## src/rtl/message_slicer_scheduler_pkg.sv

```systemverilog
// Shared constants and helpers for the message slicer scheduler.
package message_slicer_scheduler_pkg;

  localparam int unsigned DROP_CNT_W = 16;

  function automatic int unsigned clog2(input int unsigned value);
    int unsigned r;
    r = 0;
    while ((64'd1 << r) < 64'(value)) r++;
    return r;
  endfunction

  function automatic int unsigned msg_width(input int unsigned width, input int unsigned slices);
    return width * slices;
  endfunction

endpackage

```

## src/rtl/message_slicer_scheduler_if.sv

```systemverilog
// Producer-side and slicer-side bus of the scheduler.
// drop_count exists only when MESSAGE_SCHED_DROP_COUNT_EN is defined.
interface message_slicer_scheduler_if
  import message_slicer_scheduler_pkg::*;
#(
  parameter int unsigned N_SOURCES = 4,
  parameter int unsigned N_SLICES  = 4,
  parameter int unsigned WIDTH     = 32,
  parameter int unsigned SRC_W     = 2
);
  localparam int unsigned MSG_W = msg_width(WIDTH, N_SLICES);

  logic [N_SOURCES*MSG_W-1:0] in_data;
  logic [N_SOURCES-1:0]       in_nd;
  logic [MSG_W-1:0]           out_data;
  logic                       out_nd;
  logic [SRC_W-1:0]           out_src;
  logic                       error;
`ifdef MESSAGE_SCHED_DROP_COUNT_EN
  logic [DROP_CNT_W-1:0]      drop_count;

  modport master (output in_data, in_nd,
                  input  out_data, out_nd, out_src, error, drop_count);
  modport slave  (input  in_data, in_nd,
                  output out_data, out_nd, out_src, error, drop_count);
`else
  modport master (output in_data, in_nd,
                  input  out_data, out_nd, out_src, error);
  modport slave  (input  in_data, in_nd,
                  output out_data, out_nd, out_src, error);
`endif

endinterface

```

## src/rtl/message_slicer_scheduler_rr_arbiter.sv

```systemverilog
// Combinational round-robin pick: first requester strictly after `last`, wrapping.
module message_slicer_scheduler_rr_arbiter #(
  parameter int unsigned N     = 4,
  parameter int unsigned SRC_W = 2
) (
  input  logic [N-1:0]     req,
  input  logic [SRC_W-1:0] last,
  output logic [SRC_W-1:0] grant_idx,
  output logic             any
);

  always_comb begin
    grant_idx = '0;
    any       = 1'b0;
    for (int i = 0; i < N; i++) begin
      if (!any && req[i] && (i > int'(last))) begin
        any       = 1'b1;
        grant_idx = SRC_W'(i);
      end
    end
    // Nothing above the pointer: wrap and take the lowest requester.
    for (int i = 0; i < N; i++) begin
      if (!any && req[i]) begin
        any       = 1'b1;
        grant_idx = SRC_W'(i);
      end
    end
  end

endmodule

```

## src/rtl/message_slicer_scheduler.sv

```systemverilog
// Round-robin scheduler feeding one message_slicer from N_SOURCES one-deep slots.
// Optional MESSAGE_SCHED_DROP_COUNT_EN adds a saturating drop counter.
module message_slicer_scheduler
  import message_slicer_scheduler_pkg::*;
#(
  parameter int unsigned N_SOURCES = 4,
  parameter int unsigned N_SLICES  = 4,
  parameter int unsigned WIDTH     = 32,
  parameter int unsigned SRC_W     = 2
) (
  input logic clk,
  input logic rst_n,
  message_slicer_scheduler_if.slave bus
);
  localparam int unsigned MSG_W   = msg_width(WIDTH, N_SLICES);
  localparam int unsigned GAP_W   = (clog2(N_SLICES) > 0) ? clog2(N_SLICES) : 1;
  localparam int unsigned SRC_MIN = (clog2(N_SOURCES) > 0) ? clog2(N_SOURCES) : 1;

  if (SRC_W < SRC_MIN) begin : g_bad_src_w
    $error("SRC_W too narrow for N_SOURCES");
  end

  logic [N_SOURCES-1:0] pend_q, pend_d, drop;
  logic [MSG_W-1:0]     slot_q [N_SOURCES];
  logic [MSG_W-1:0]     slot_d [N_SOURCES];
  logic [GAP_W-1:0]     gap_q, gap_d;
  logic [SRC_W-1:0]     rr_q, rr_d, grant_idx;
  logic                 any_req, issue;
  logic [MSG_W-1:0]     out_data_q, out_data_d;
  logic [SRC_W-1:0]     out_src_q, out_src_d;
  logic                 out_nd_q, error_q;

  message_slicer_scheduler_rr_arbiter #(
    .N     (N_SOURCES),
    .SRC_W (SRC_W)
  ) u_rr_arbiter (
    .req       (pend_q),
    .last      (rr_q),
    .grant_idx (grant_idx),
    .any       (any_req)
  );

  assign issue = (gap_q == '0) && any_req;

  always_comb begin
    pend_d     = pend_q;
    slot_d     = slot_q;
    drop       = '0;
    out_data_d = out_data_q;
    out_src_d  = out_src_q;
    rr_d       = rr_q;
    for (int i = 0; i < N_SOURCES; i++) begin
      if (issue && (grant_idx == SRC_W'(i))) begin
        out_data_d = slot_q[i];
        out_src_d  = SRC_W'(i);
        rr_d       = SRC_W'(i);
        pend_d[i]  = 1'b0;
      end
      // A slot being granted this edge is free to accept a same-cycle refill.
      if (bus.in_nd[i]) begin
        if (!pend_q[i] || (issue && (grant_idx == SRC_W'(i)))) begin
          slot_d[i] = bus.in_data[i*MSG_W +: MSG_W];
          pend_d[i] = 1'b1;
        end else begin
          drop[i] = 1'b1;
        end
      end
    end
    if (issue) begin
      gap_d = GAP_W'(N_SLICES - 1);
    end else if (gap_q != '0) begin
      gap_d = gap_q - 1'b1;
    end else begin
      gap_d = gap_q;
    end
  end

  always_ff @(posedge clk or negedge rst_n) begin
    if (!rst_n) begin
      pend_q     <= '0;
      gap_q      <= '0;
      rr_q       <= SRC_W'(N_SOURCES - 1);
      out_data_q <= '0;
      out_src_q  <= '0;
      out_nd_q   <= 1'b0;
      error_q    <= 1'b0;
      for (int i = 0; i < N_SOURCES; i++) slot_q[i] <= '0;
    end else begin
      pend_q     <= pend_d;
      gap_q      <= gap_d;
      rr_q       <= rr_d;
      out_data_q <= out_data_d;
      out_src_q  <= out_src_d;
      out_nd_q   <= issue;
      error_q    <= |drop;
      for (int i = 0; i < N_SOURCES; i++) slot_q[i] <= slot_d[i];
    end
  end

  assign bus.out_data = out_data_q;
  assign bus.out_nd   = out_nd_q;
  assign bus.out_src  = out_src_q;
  assign bus.error    = error_q;

`ifdef MESSAGE_SCHED_DROP_COUNT_EN
  localparam int unsigned DROP_SUM_W = DROP_CNT_W + 1;

  logic [DROP_CNT_W-1:0] drop_cnt_q, drop_cnt_d;
  logic [DROP_SUM_W-1:0] drop_sum;

  always_comb begin
    drop_sum = {1'b0, drop_cnt_q};
    for (int i = 0; i < N_SOURCES; i++) drop_sum = drop_sum + DROP_SUM_W'(drop[i]);
    drop_cnt_d = drop_sum[DROP_CNT_W] ? '1 : drop_sum[DROP_CNT_W-1:0];
  end

  always_ff @(posedge clk or negedge rst_n) begin
    if (!rst_n) drop_cnt_q <= '0;
    else        drop_cnt_q <= drop_cnt_d;
  end

  assign bus.drop_count = drop_cnt_q;
`endif

endmodule

```

## src/flat_wrapper.sv

```systemverilog
// flat-port wrapper written by rule: the top's interface ports become plain ports
module message_slicer_scheduler_flat import message_slicer_scheduler_pkg::*;
#(
  parameter int unsigned N_SOURCES = 4,
  parameter int unsigned N_SLICES  = 4,
  parameter int unsigned WIDTH     = 32,
  parameter int unsigned SRC_W     = 2
)
  (clk, rst_n, bus_in_data, bus_in_nd, bus_out_data, bus_out_nd, bus_out_src, bus_error);
  message_slicer_scheduler_if #(.N_SOURCES(N_SOURCES), .N_SLICES(N_SLICES), .WIDTH(WIDTH), .SRC_W(SRC_W)) bus_i ();
  input logic clk;
  input logic rst_n;
  input wire logic [$bits(bus_i.in_data)-1:0] bus_in_data;
  input wire logic [$bits(bus_i.in_nd)-1:0] bus_in_nd;
  output wire logic [$bits(bus_i.out_data)-1:0] bus_out_data;
  output wire logic [$bits(bus_i.out_nd)-1:0] bus_out_nd;
  output wire logic [$bits(bus_i.out_src)-1:0] bus_out_src;
  output wire logic [$bits(bus_i.error)-1:0] bus_error;
  assign bus_i.in_data = bus_in_data;
  assign bus_i.in_nd = bus_in_nd;
  assign bus_out_data = bus_i.out_data;
  assign bus_out_nd = bus_i.out_nd;
  assign bus_out_src = bus_i.out_src;
  assign bus_error = bus_i.error;
  message_slicer_scheduler #(.N_SOURCES(N_SOURCES), .N_SLICES(N_SLICES), .WIDTH(WIDTH), .SRC_W(SRC_W)) u_core (.clk(clk), .rst_n(rst_n), .bus(bus_i));
endmodule
```

## config.mk

```make
export PLATFORM = sky130hd
export DESIGN_NAME = message_slicer_scheduler_flat
export DESIGN_NICKNAME = d
export VERILOG_FILES = /design/src/rtl/message_slicer_scheduler_pkg.sv /design/src/rtl/message_slicer_scheduler_if.sv /design/src/rtl/message_slicer_scheduler_rr_arbiter.sv /design/src/rtl/message_slicer_scheduler.sv /design/src/flat_wrapper.sv
export SDC_FILE = /design/constraint.sdc
export NUM_CORES = 1
export LEC_CHECK = 0
export ABC_AREA = 1
export CAP_MARGIN = 20
export CORE_ASPECT_RATIO = 0.9
export CORE_UTILIZATION = 43
export CTS_CLUSTER_DIAMETER = 80
export CTS_CLUSTER_SIZE = 8
export DETAILED_ROUTE_END_ITERATION = 16
export PLACE_DENSITY = 0.7
export SETUP_SLACK_MARGIN = 0.15
export SLEW_MARGIN = 10
export SYNTH_ARGS = -nofsm -noshare
export SYNTH_HDL_FRONTEND = slang
export SYNTH_SLANG_ARGS = --single-unit
export TNS_END_PERCENT = 1
```

## constraint.sdc

```tcl
create_clock -name clk -period 4.3 [get_ports clk]
set_clock_uncertainty 0.1 [all_clocks]
set_input_delay 1.075 -clock clk [delete_from_list [all_inputs] [get_ports clk]]
set_output_delay 1.075 -clock clk [all_outputs]
set_load 0.05 [all_outputs]
```

==> results.py, run 1 <==
metrics = {
    "logic_synthesis": {
        "seq_area_frac_synth_pct": 54.85,
        "async_flop_share_pct": 100.0,
        "synth-seq-cells": 652,
        "ys_top_cells_by_count": "nand2_1, dfrtp_1, nor2_1",
        "netlist_area_mm2": 0.02975,
        "ys.flop_type": "dfrtp_1",
        "syn_nets": 4334,
        "yosysUniqueCellTypes": 24,
        "avgSynthCellArea_um2": 7.798,
        "syn_inst": 3815,
        "yosys.area.top_type": "dfrtp_1",
        "synth.area.top_cells": "dfrtp_1, nand2_1, nand3_1, nor2_1, a21oi_1",
        "ys.warnings.count": 0,
        "yosysMostFrequentCell": "nand2_1",
        "synth_top_area_share_pct": 54.68,
        "synth-edff-count": 0,
    },
    "clocking": {
        "ctsHoldBuffers": 0,
        "cts-buffers-inserted": 91,
        "cts_htree_levels": 3,
        "clock_sinks": 652,
        "cts_tree": "built",
        "postCtsSetupBuffers": 0,
        "clkTransAtPathRegs_ns": 0.05,
        "cts_resized": 0,
        "cts-root-buf": "clkbuf_16",
        "clock_latency_ns": 0.63,
        "cts_buffer_depth": 3,
    },
    "power": {
        "peakVddDrop_mv": 0.3095,
        "internal-power_uw": 12150,
        "powerDensity_mw_per_mm2": 434.5,
        "power_frac_seq_pct": 43.5,
        "p_leak_uw": 0.01958,
        "clkPwrFrac_pct": 37.9,
        "switchingPower_uw": 4981,
        "netSwitchingFraction_pct": 29.07,
        "combPwrFrac_pct": 18.6,
    },
    "worst_setup_path": {
        "reg2regPathDepth": 14,
        "worstSetupStartpointType": "register",
        "path_max_fanout": 65,
        "arrival_ns": 3.63,
        "worstSetupPathType": "reg -> reg",
        "endpoint_kind": "register",
        "worstPathRequired_ns": 4.70,
    },
    "placement": {
        "gp_congestion": 0.9032,
        "dp_hpwl_um": 67630,
        "placed_cell_area_mm2": 0.03690,
        "portBuffers": 649,
    },
    "sta": {
        "slew_viol_final": 0,
        "relSlewSlack_pct": 36.29,
        "fin_crit_sh_pct": 75.12,
        "finalHoldViolCount": 0,
        "finalSetupTns_ns": 0,
        "finalSetupViolations": 0,
        "min_period_ns": 3.230,
        "fmax_mhz": 309.6,
        "tightest_slew_ns": 0.9556,
        "rsz0062_at_grt": "false",
    },
    "grt": {
        "grt_max_degree": 131,
        "antenna_found_initial": 45,
        "grt_pass1_vias": 27418,
        "gr-usage-met2_pct": 46.12,
        "gr-total-overflow": 0,
        "met1_usage_pct": 42.13,
        "gr-max-usage-layer": "met2",
        "grt_pass1_wl_um": 165800,
        "grtUsageMet3_pct": 6.445,
        "track_usage_pct": 30.92,
    },
    "die": {
        "die_y_um": 251.5,
        "start_util_pct": 43.47,
        "core_mm2": 0.06843,
        "placementRows": 91,
        "dieArea_mm2": 0.07024,
        "io_pins": 650,
        "fp.dieW_um": 279.3,
    },
    "hold_path": {
        "whs_path_depth": 2,
        "hp-class": "reg -> reg",
    },
    "final_layout": {
        "stdcell_area_mm2": 0.03943,
        "syn_to_final_growth_pct": 32.55,
        "multi_input_comb_area_mm2": 0.01127,
        "fillCellCount": 6241,
        "seqCellArea_mm2": 0.01632,
        "finalNetCount": 4859,
        "drive_gt1_share_pct": 4.091,
    },
    "job": {
        "maxCapViolations": 0,
    },
    "drt": {
        "dr.pass1.iters": 6,
        "drc": 0,
        "drt_iter0_drc": 2722,
        "avgRoutedWirePerCell_um": 20.47,
        "drtAntennaViolNets": 0,
        "finalWirelength_um": 108900,
        "routed-via-count": 27926,
        "vias_per_cell": 5.250,
    },
    "status": {
        "status": "completed",
    },
}
cells by family (layout without fill, tap and decap cells):
| family | count (synthesis) | count (layout) | share of synthesized area (%) |
|---|---|---|---|
| buffers and inverters | 521 | 1057 | 7.634 |
| adders and majority gates | 1 | 1 | 0.04205 |
| other | 0 | 38 | 0 |
| DFF | 652 | 652 | 54.85 |
| AOI/OAI and AO/OA | 497 | 497 | 8.567 |
| and+or+nand+nor | 2144 | 2144 | 28.90 |
through the flow:
stage	total power [uW]	setup slack, ns	util (%)	std cells	hold slack (ns)
2_1_floorplan	9180	2.155	-	3815	0.3362
3_3_place_gp	10650	1.261	53.92	5177	0.3480
3_5_place_dp	10710	1.171	53.92	5177	0.3528
4_1_cts	17210	1.123	57.48	5281	0.3651
5_1_grt	17830	0.8956	57.62	5318	0.3738
6_report	17130	1.070	57.62	5319	0.3615
state kept, by name (all words and copies together), names as in the netlist:
signal,count
u_core.bus.out_src,2
u_core.bus.out_data,128
u_core.slot_q,512
u_core.rr_q,2
u_core.bus.out_nd,1
u_core.gap_q,2
u_core.pend_q,4
u_core.bus.error,1
path summary, 6_finish.rpt:
path                               startpoint                       end  slack, ns
setup / recovery               u_core.rr_q[1]  u_core.bus.out_data[104]       1.07
hold reg to reg            u_core.slot_q[396]        u_core.slot_q[396]       0.36
max in group asynchronous               rst_n         u_core.slot_q[14]       2.55
min in group asynchronous               rst_n        u_core.slot_q[481]       0.38
hold / removal             u_core.slot_q[396]        u_core.slot_q[396]       0.36
setup reg to reg               u_core.rr_q[1]  u_core.bus.out_data[104]       1.07
area by class of cell:
type	count	area share, %
sequential	652	41.38
multi-input combinational	2642	28.58
timing repair buffer	703	18.27
clock buffer	99	5.959
tap	930	2.951
inverter	250	2.386
antenna	38	0.2412
clock inverter	5	0.2221
cells in the final DEF, fill, tap and decap left out, types with 3 or more instances in the layout:
cell             count
nand2_1           1217
nand2_4              5
nor2_2               3
o21ai_1              9
buf_12              24
clkdlybuf4s50_1    646
nor2_1             496
dfrtp_1            650
clkbuf_1             6
diode_2             38
o21bai_1            22
o21ai_0            227
clkbuf_16           93
nand3_1            412
inv_1              247
nand2_8              3
a21oi_1            237
buf_4               31
critical path, stage by stage, from the launching register on:
cell and delay [ns]:
dfstp_2 0.55, nand2_1 0.05, nand2_1 0.09, nand2_1 0.08, nand2_1 0.07, inv_1 0.04
nor2_2 0.18, nand3_4 0.39, nor2_4 0.25, buf_4 0.71, nand2_1 0.15, nand3_1 0.15
nand2_1 0.08, nand2_1 0.06, nand2_1 0.05
power by group through the flow:
| stage | combinational (uW) | sequential (uW) | clock, uW |
|---|---|---|---|
| global placement | 3140 | 7510 | 0 |
| CTS | 3210 | 7440 | 6560 |
| finish | 3190 | 7460 | 6490 |
| detailed placement | 3190 | 7520 | 0 |
| floorplan | 1050 | 8130 | 0 |
| global route | 3480 | 7540 | 6800 |
routing by layer:
layer / vias up / part of all wire (%)
li1: 13048 / -
met5: - / 0.096
met3: 263 / 8.0
met2: 1248 / 45
met4: 16 / 4.5
met1: 13351 / 42
Note: power is estimated with default switching activity, not from simulation.
==> run 2: changes to the inputs <==
Clock period 4.3 ns to 3.1 ns, I/O delays scaled along.
==> run 2 against run 1 <==
  * Sequential share of layout area fell by 0.35 points
  * Worst hold slack improved by 0.00055 ns
  * Largest cell class unchanged
  * Critical path depth fell by 13
  * Non-clock buffer count rose by 24
  * Flip-flop and latch count did not move
==> results.py, run 2 (synthesized netlist as in run 1, its figures left out) <==
metrics = {
    "worst_setup_path": {
        "slowest_delay_ns": 0.90,
        "arrival_ns": 1.93,
        "rr_startpoint": "u_core.rr_q[1]",
        "worstSetupPathType": "reg -> out",
        "worstSetupStartpointType": "register",
        "path_max_fanout": 2,
        "ff2ff_setup_slack_ns": 0.33,
        "worstPathRequired_ns": 2.22,
        "path_buf_inv": 1,
        "crit_start": "u_core.bus.out_data[109]",
        "worstPathCellList": "clkdlybuf4s50_1",
        "slowest_stage": "clkdlybuf4s50_1",
        "critPathTopFamily": "buffers and inverters",
        "endpoint_kind": "primary output",
    },
    "clocking": {
        "cts_tree": "built",
        "cts_htree_levels": 3,
        "cts-buffers-inserted": 92,
        "cts_buffer_depth": 3,
        "clock_latency_ns": 0.64,
        "clkTransAtPathRegs_ns": 0.05,
        "cts-root-buf": "clkbuf_16",
        "postCtsSetupBuffers": 0,
        "clock_sinks": 652,
    },
    "power": {
        "internal-power_uw": 16920,
        "switchingPower_uw": 6952,
        "peakVddDrop_mv": 0.3685,
        "power_frac_seq_pct": 43.4,
        "clkPwrFrac_pct": 38.0,
        "p_leak_uw": 0.01975,
        "netSwitchingFraction_pct": 29.13,
        "powerDensity_mw_per_mm2": 600.2,
        "combPwrFrac_pct": 18.7,
    },
    "sta": {
        "finalSetupViolations": 0,
        "fmax_mhz": 356.5,
        "slew_viol_final": 0,
        "finalHoldViolCount": 0,
        "rsz0062_at_grt": "true",
        "fin_ws_ns": 0.2951,
        "min_period_ns": 2.805,
        "relSlewSlack_pct": 49.76,
        "tightest_slew_ns": 0.7537,
        "finalSetupTns_ns": 0,
        "fin_crit_sh_pct": 90.48,
    },
    "job": {
        "maxCapViolations": 0,
    },
    "placement": {
        "dp_hpwl_um": 70470,
        "portBuffers": 649,
        "gp_congestion": 0.8807,
        "dpl.cell_count": 5200,
        "post-place-ws_ns": 0.3402,
    },
    "die": {
        "dieArea_mm2": 0.07024,
        "core_mm2": 0.06843,
        "placementRows": 91,
        "fp.dieW_um": 279.3,
        "die_y_um": 251.5,
        "start_util_pct": 43.47,
        "io_pins": 650,
    },
    "hold_path": {
        "hold_start": "u_core.slot_q[399]",
        "hp-class": "reg -> reg",
    },
    "final_layout": {
        "drive_gt1_share_pct": 4.634,
        "fin_util_pct": 58.12,
        "layout_common_cells": "nand2_1, dfrtp_1, clkdlybuf4s50_1",
        "largest_reg_flops": 512,
        "top_register": "u_core.slot_q",
        "finalNetCount": 4884,
        "finalNonFillerCells": 5341,
        "syn_to_final_growth_pct": 33.69,
        "final_common_cell": "nand2_1",
    },
    "drt": {
        "routed-via-count": 27798,
        "finalWirelength_um": 107200,
        "drtAntennaViolNets": 0,
        "drc": 0,
        "drt_iter0_drc": 2772,
        "dr.pass1.iters": 6,
        "vias_per_cell": 5.205,
        "avgRoutedWirePerCell_um": 20.06,
    },
    "grt": {
        "track_usage_pct": 30.27,
        "grt_pass1_wl_um": 162600,
        "grt_max_degree": 130,
        "grt_pass1_vias": 27194,
        "gr-total-overflow": 0,
        "antenna_found_initial": 33,
    },
    "status": {
        "status": "completed",
    },
}
==> run 2: cell type report <==
| type | instances | area (um^2) |
|---|---|---|
| Antenna cell | 30 | 75.07 |
| Clock buffer | 105 | 2415 |
| Clock inverter | 5 | 68.82 |
| Fill cell | 6153 | 28660 |
| Inverter | 250 | 940.9 |
| Multi-Input combinational cell | 2642 | 11270 |
| Sequential cell | 652 | 16320 |
| Tap cell | 930 | 1164 |
| Timing Repair Buffer | 727 | 7517 |
==> run 2: power by group through the flow <==
stage	combinational, uW	sequential (uW)	clock, uW
6_report	4450	10300	9070
5_1_grt	4850	10500	9530
4_1_cts	4470	10300	9190
3_5_place_dp	4440	10400	0
3_3_place_gp	4360	10400	0
2_1_floorplan	1450	11300	0
==> run 2: worst paths after layout <==
path | end | depth (start not counted)
worst max-delay path | bus_out_data[109] | 1
worst max register to register | u_core.slot_q[82] | 13
worst min register to register | u_core.slot_q[399] | 2
max in group asynchronous | u_core.bus.out_data[45] | 3
min in group asynchronous | u_core.slot_q[345] | 2
worst min-delay path | u_core.slot_q[399] | 2
==> run 2: worst reg2reg max path: cells and delay by family (launching register included) <==
family | cells | cell delay [ns]
buffers and inverters | 1 | 0.55
AND/OR/NAND/NOR | 12 | 1.49
flip-flops | 1 | 0.54
==> run 2: metal layers <==
metal  vias up  GRT usage (%)  wire length, um
met1     13262          41.49            45020
li1      13090              -                -
met5         -              0               18
met3       234          5.491             8135
met4         4          14.22             4372
met2      1208          46.60            49610
==> run 2: metrics by stage <==
step / area (um^2) / hold slack, ns / total power [uW]
CTS: 39690 / 0.3655 / 23990
global placement: 37200 / 0.3480 / 14800
detailed placement: 37200 / 0.3529 / 14890
floorplan: 29750 / 0.3362 / 12730
finish: 39770 / 0.3621 / 23870
global route: 39760 / 0.3722 / 24840
==> run 2: what timing repair did <==
item                       4_1_cts  5_1_grt
resized for setup                0        1
hold buffers                     1        0
setup endpoints to repair        0       57
hold endpoints to repair        31        0
